==> src/rtl/sprite_mover_pipe.sv <==
// Joystick-driven sprite renderer: per-frame clamped position FSM plus ROM-latency-matched pixel pipeline.
// Optional full-screen crosshair outside the sprite box when SPRITE_RETICLE_EN is defined.
module sprite_mover_pipe #(
   parameter int unsigned SCREEN_W  = 640,
   parameter int unsigned SCREEN_H  = 480,
   parameter int unsigned SPR_W     = 60,
   parameter int unsigned SPR_H     = 60,
   parameter int unsigned ADDR_W    = 12,
   parameter int unsigned ROM_LAT   = 1,
   parameter int unsigned TH_HI     = 3000,
   parameter int unsigned TH_MH     = 2100,
   parameter int unsigned TH_ML     = 1900,
   parameter int unsigned TH_LO     = 1000,
   parameter int unsigned SPD_FAST  = 6,
   parameter int unsigned SPD_SLOW  = 2,
   parameter bit          INV_X     = 1'b1,
   parameter bit          INV_Y     = 1'b0,
   parameter logic [11:0] KEY_COLOR = 12'h000
) (
   input  logic              clk25,
   input  logic              rst,
   input  logic [9:0]        x,
   input  logic [9:0]        y,
   input  logic              in_display,
   input  logic              hsync,
   input  logic              vsync,
   input  logic              frame,
   input  logic [11:0]       ch_x,
   input  logic [11:0]       ch_y,
   output logic [ADDR_W-1:0] sprite_addr,
   input  logic [11:0]       sprite_pixel,
   output logic [3:0]        vga_r,
   output logic [3:0]        vga_g,
   output logic [3:0]        vga_b,
   output logic              vga_hsync,
   output logic              vga_vsync,
   output logic [9:0]        pos_x,
   output logic [9:0]        pos_y,
   output logic              pos_upd
);

   localparam int unsigned MAX_X = SCREEN_W - SPR_W;
   localparam int unsigned MAX_Y = SCREEN_H - SPR_H;
   localparam logic [9:0] POS_X0 = 10'(MAX_X / 2);
   localparam logic [9:0] POS_Y0 = 10'(MAX_Y / 2);
   localparam logic signed [11:0] D_FAST = 12'(SPD_FAST);
   localparam logic signed [11:0] D_SLOW = 12'(SPD_SLOW);
   localparam logic [11:0] RET_COLOR = 12'h3DD;

   typedef enum logic [1:0] {IDLE, SAMPLE, APPLY} state_t;

   typedef struct packed {
      logic ret;
      logic in_spr;
      logic disp;
      logic hs;
      logic vs;
   } flags_t;

   state_t state, state_nx;
   logic [11:0] ch_x_q, ch_y_q;
   logic signed [11:0] dx, dy;

   // Dead-zone mapping of one raw ADC value to a signed per-frame step
   function automatic logic signed [11:0] zone_d(input logic [11:0] v, input bit inv);
      logic signed [11:0] d;
      if (v > 12'(TH_HI))      d = D_FAST;
      else if (v > 12'(TH_MH)) d = D_SLOW;
      else if (v > 12'(TH_ML)) d = 12'sd0;
      else if (v > 12'(TH_LO)) d = -D_SLOW;
      else                     d = -D_FAST;
      return inv ? -d : d;
   endfunction

   function automatic logic [9:0] clamp_add(input logic [9:0] p, input logic signed [11:0] d,
                                            input logic [9:0] maxv);
      logic signed [11:0] s;
      s = $signed({2'b00, p}) + d;
      if (s < 0)                            return 10'd0;
      else if (s > $signed({2'b00, maxv}))  return maxv;
      else                                  return s[9:0];
   endfunction

   always_ff @(posedge clk25) begin
      if (rst) state <= IDLE;
      else     state <= state_nx;
   end

   always_comb begin
      state_nx = state;
      case (state)
         IDLE:    if (frame) state_nx = SAMPLE;
         SAMPLE:  state_nx = APPLY;
         APPLY:   state_nx = IDLE;
         default: state_nx = IDLE;
      endcase
   end

   // Position datapath: capture, step, clamped write
   always_ff @(posedge clk25) begin
      if (rst) begin
         ch_x_q  <= '0;
         ch_y_q  <= '0;
         dx      <= '0;
         dy      <= '0;
         pos_x   <= POS_X0;
         pos_y   <= POS_Y0;
         pos_upd <= 1'b0;
      end else begin
         pos_upd <= 1'b0;
         if (state == IDLE && frame) begin
            ch_x_q <= ch_x;
            ch_y_q <= ch_y;
         end
         if (state == SAMPLE) begin
            dx <= zone_d(ch_x_q, INV_X);
            dy <= zone_d(ch_y_q, INV_Y);
         end
         if (state == APPLY) begin
            pos_x   <= clamp_add(pos_x, dx, 10'(MAX_X));
            pos_y   <= clamp_add(pos_y, dy, 10'(MAX_Y));
            pos_upd <= 1'b1;
         end
      end
   end

   logic [10:0] x_e, y_e, px_e, py_e;
   logic [9:0]  rel_x_c, rel_y_c;
   logic        in_spr_c, ret_c;
   logic [ADDR_W-1:0] addr_c;

   always_comb begin
      x_e      = {1'b0, x};
      y_e      = {1'b0, y};
      px_e     = {1'b0, pos_x};
      py_e     = {1'b0, pos_y};
      rel_x_c  = x - pos_x;
      rel_y_c  = y - pos_y;
      in_spr_c = (x_e >= px_e) && (x_e < px_e + 11'(SPR_W)) &&
                 (y_e >= py_e) && (y_e < py_e + 11'(SPR_H));
      addr_c   = in_spr_c ? ADDR_W'(rel_y_c) * ADDR_W'(SPR_W) + ADDR_W'(rel_x_c) : '0;
`ifdef SPRITE_RETICLE_EN
      ret_c    = !in_spr_c && ((x_e == px_e + 11'(SPR_W / 2)) || (y_e == py_e + 11'(SPR_H / 2)));
`else
      ret_c    = 1'b0;
`endif
   end

   // S0 plus ROM_LAT flag stages so flags meet the ROM data
   flags_t dl [ROM_LAT+1];

   always_ff @(posedge clk25) begin
      if (rst) begin
         sprite_addr <= '0;
         for (int i = 0; i <= int'(ROM_LAT); i++) dl[i] <= '0;
      end else begin
         sprite_addr <= addr_c;
         dl[0]       <= '{ret: ret_c, in_spr: in_spr_c, disp: in_display, hs: hsync, vs: vsync};
         for (int i = 1; i <= int'(ROM_LAT); i++) dl[i] <= dl[i-1];
      end
   end

   flags_t      fl_c;
   logic [11:0] color_c;

   always_comb begin
      fl_c    = dl[ROM_LAT];
      color_c = 12'h000;
      if (!fl_c.disp)                                     color_c = 12'h000;
      else if (fl_c.in_spr && sprite_pixel != KEY_COLOR)  color_c = sprite_pixel;
      else if (fl_c.ret)                                  color_c = RET_COLOR;
   end

   always_ff @(posedge clk25) begin
      if (rst) begin
         vga_r     <= '0;
         vga_g     <= '0;
         vga_b     <= '0;
         vga_hsync <= 1'b0;
         vga_vsync <= 1'b0;
      end else begin
         vga_r     <= color_c[11:8];
         vga_g     <= color_c[7:4];
         vga_b     <= color_c[3:0];
         vga_hsync <= fl_c.hs;
         vga_vsync <= fl_c.vs;
      end
   end

endmodule

==> config.mk <==
export PLATFORM = sky130hd
export DESIGN_NAME = sprite_mover_pipe
export DESIGN_NICKNAME = d
export VERILOG_FILES = /design/src/rtl/sprite_mover_pipe.sv
export SDC_FILE = /design/constraint.sdc
export NUM_CORES = 1
export LEC_CHECK = 0
export CAP_MARGIN = 0
export CORE_UTILIZATION = 58
export CTS_CLUSTER_SIZE = 10
export DETAILED_ROUTE_END_ITERATION = 6
export PLACE_DENSITY_LB_ADDON = 0.12
export SLEW_MARGIN = 20
export SYNTH_ARGS = -nofsm -noshare
export SYNTH_HDL_FRONTEND = slang
export SYNTH_SLANG_ARGS = --single-unit
==> constraint.sdc <==
create_clock -name clk25 -period 9.05 [get_ports clk25]
set_input_delay 1.81 -clock clk25 [delete_from_list [all_inputs] [get_ports clk25]]
set_output_delay 1.81 -clock clk25 [all_outputs]
set_load 0.01 [all_outputs]
==> metrics <==
Final period util 72.62%; WL per Instance 14.84 um; max_slew headroom 29.15%; GPL Wtd Cong 0.8886; initial antenna violation count 0; synth unique cells 65; routed vias/inst 5.682; Detail Route Antenna Nets 0; share of cells above drive strength 1 4.450%; DR vias 5625; die width 105.8 um; CTS clk-pin slew, worst paths 0.08 ns; Post-Syn Area 0.006251 mm^2; Final setup viols 0; Post-synth EDFFs 0; PD cells 221.8 mW/mm^2; CTS resizes 0; ys async rst share 0%; #FFs+latches synth 85; critical path data arrival time 6.86 ns; Post-DP HPWL 11580 um; Area Growth Syn to Fin 22.60%; Cells after Synth 749; Clock Latency Late Sink 0.37 ns; CTS tree done; Diodes inserted 0; Main synth FF type dfxtp_1; CP max stage delay 0.52 ns; Crit Path Class in2reg; Max VDD drop 0.0002835 V; Die Area 0.01120 mm^2; Avg Cell Area, Syn 8.346 um^2; DRT Wirelength 14690 um; total I/O pin count 109; Final Max Slew Viols 0; min Tclk post-route 6.572 ns; Fill cells 813; status finished clean; Area after DPL 0.007410 mm^2; pre-CTS WS 2.080 ns; Setup crit start kind primary input; Max Buffers Root-to-Sink 2; WP data required 9.34 ns; area of the multi-input gates 0.004263 mm^2; fin area 0.007664 mm^2; Num CTS Buffers 9; unrepaired setup endpoints after global routing no; Die Ht 105.8 um; number of global-route vias before repair 5628; min setup slack post-route 2.478 ns; Initial Util 60.28%; CTS sink count 85; GR Overflow Total 0; DRT Pass-1 Iters 5; Slew @ Worst Pin 1.063 ns; largest net degree at the start of global routing 67; P_leak 0.003224 uW; Seq. cell area 0.001702 mm^2; Setup Buffers After CTS 0; CTS root buffer clkbuf_8; Seq/Total Area, Yosys 27.22%; PortBufs 106; DR iter-0 viols 170; cell family with most CP delay adder cells; nets 998; Std-Cell Rows 37; max-cap viol count 0; maximum clock rate 0.1522 GHz; Setup TNS 0 ns; non-filler cells, final 990; Placed Instances 974; crit path max-delay cell type fa_1; # DRC 0; H-tree depth 3; Max FO, Critical Path 6; Worst setup EP type register; CP bufs+invs 2; YS warnings 0; Total GRT Usage 27.35%; first-pass GRT wire length 24740 um; crit path cell chain clkdlybuf4s50_1 -> fa_1 -> a21oi_1 -> nor2b_1 -> nor2_1 -> xor2_1 -> xor2_1 -> xnor2_1 -> fa_1 -> inv_1 -> ha_1 -> and3_1 -> a221o_1 -> nor2_1 -> xnor2_1 -> ha_1 -> or3_1 -> o2111ai_1 -> xnor3_1 -> nor3_2; Hold-fix buffers, CTS 0; clock skew 0.01008 ns; Fin. Hold Viols 0; core outline area 0.01037 mm^2; Hold/Removal Path Class reg2reg
power by group:
part	switching [uW]	internal, uW	total [uW]
clock	141	192	333
sequential	15.6	393	409
combinational	493	465	958
registers in the layout, summed over array words and instances (netlist names):
| name | flops |
|---|---|
| vga_hsync | 1 |
| pos_upd | 1 |
| vga_g | 4 |
| vga_vsync | 1 |
| ch_x_q | 12 |
| dl | 8 |
| state | 2 |
| ch_y_q | 12 |
| vga_r | 4 |
| pos_x | 9 |
| vga_b | 4 |
| pos_y | 9 |
| dy | 3 |
| dx | 3 |
| sprite_addr | 12 |
per-layer routing:
layer	share of wire (%)	GRT usage, %	up-vias
li1	-	-	2824
met1	40	29.18	2639
met2	54	53.17	135
met3	4.1	6.061	27
met4	1.5	7.639	0
met5	0	0	-
worst paths after layout:
path / end / cells after the start / startpoint / slack [ns]
min: vga_vsync / 1 / dl[0][5] / 0.44
max reg2reg: sprite_addr[11] / 20 / pos_y[2] / 3.76
max: sprite_addr[11] / 20 / y[1] / 2.48
min reg2reg: vga_vsync / 1 / dl[0][5] / 0.44
cell families (layout without fill, tap and decap cells):
family | after synthesis | count (layout) | share of synthesized area (%)
compound gates | 200 | 200 | 22.02
flops | 85 | 85 | 27.22
buf+inv | 78 | 181 | 4.804
simple gates | 238 | 238 | 18.19
other cells | 2 | 4 | 0.1201
mux | 2 | 2 | 0.3203
xor+xnor | 56 | 56 | 8.307
fa+ha+maj | 88 | 88 | 19.02
per-stage QoR:
stage	hold WS, ns	utilization [%]	power [uW]
after CTS	0.4438	73.84	1701
after global placement	0.4167	71.45	1316
after detailed placement	0.4252	71.45	1367
after global routing	0.4579	73.90	1842
after floorplan	0.4138	-	1167
final	0.4419	73.90	1700
synthesized netlist by cell type, drive strengths merged (6+ instances only):
cell	n	area [um^2]
nor3	25	130.1
xor2	12	112.6
a21oi	64	320.3
and2	16	100.1
a211oi	13	120.1
nor2	51	191.4
o31ai	6	60.06
o211ai	12	100.1
a31oi	6	37.54
nand2	83	311.6
xnor2	43	384.1
dfxtp	85	1702
o21bai	9	71.32
clkbuf	18	67.56
ha	75	938.4
fa	12	240.2
nor2b	17	106.4
or3	7	43.79
o21ai	31	155.1
a21o	14	105.1
nand3	13	65.06
inv	58	217.7
o21a	12	90.09
placed cells by master (no fill, tap or decap), drive strengths merged, types with 4 or more instances in the layout:
| cell | Yosys | layout |
|---|---|---|
| inv | 58 | 59 |
| xor2 | 12 | 12 |
| conb | 2 | 4 |
| dfxtp | 85 | 85 |
| o21ai | 31 | 31 |
| nand2 | 83 | 83 |
| o2111ai | 5 | 5 |
| o21bai | 9 | 9 |
| nor2 | 51 | 51 |
| nor3 | 25 | 25 |
| o211ai | 12 | 12 |
| a211o | 4 | 4 |
| o21a | 12 | 12 |
| o31ai | 6 | 6 |
| a211oi | 13 | 13 |
| a21oi | 64 | 64 |
| a221o | 4 | 4 |
| nand3 | 13 | 13 |
| clkbuf | 18 | 11 |
| and3 | 4 | 4 |
| nor4b | 5 | 5 |
| fa | 12 | 12 |
| clkdlybuf4s50 | 0 | 105 |
| and2 | 16 | 16 |
| ha | 75 | 75 |
| or3 | 7 | 7 |
| a31oi | 6 | 6 |
| nor3b | 4 | 4 |
| nor2b | 17 | 17 |
| xnor2 | 43 | 43 |
| a21o | 14 | 14 |
area by class of cell:
type | count | area share [%]
clock buffers | 11 | 1.845
clock inverters | 5 | 1.388
inverters | 58 | 2.841
multi-input cells | 588 | 55.62
flip-flops and latches | 85 | 22.20
well taps | 136 | 2.220
repair buffers | 107 | 13.88
Power figures use the tool's default switching activity.
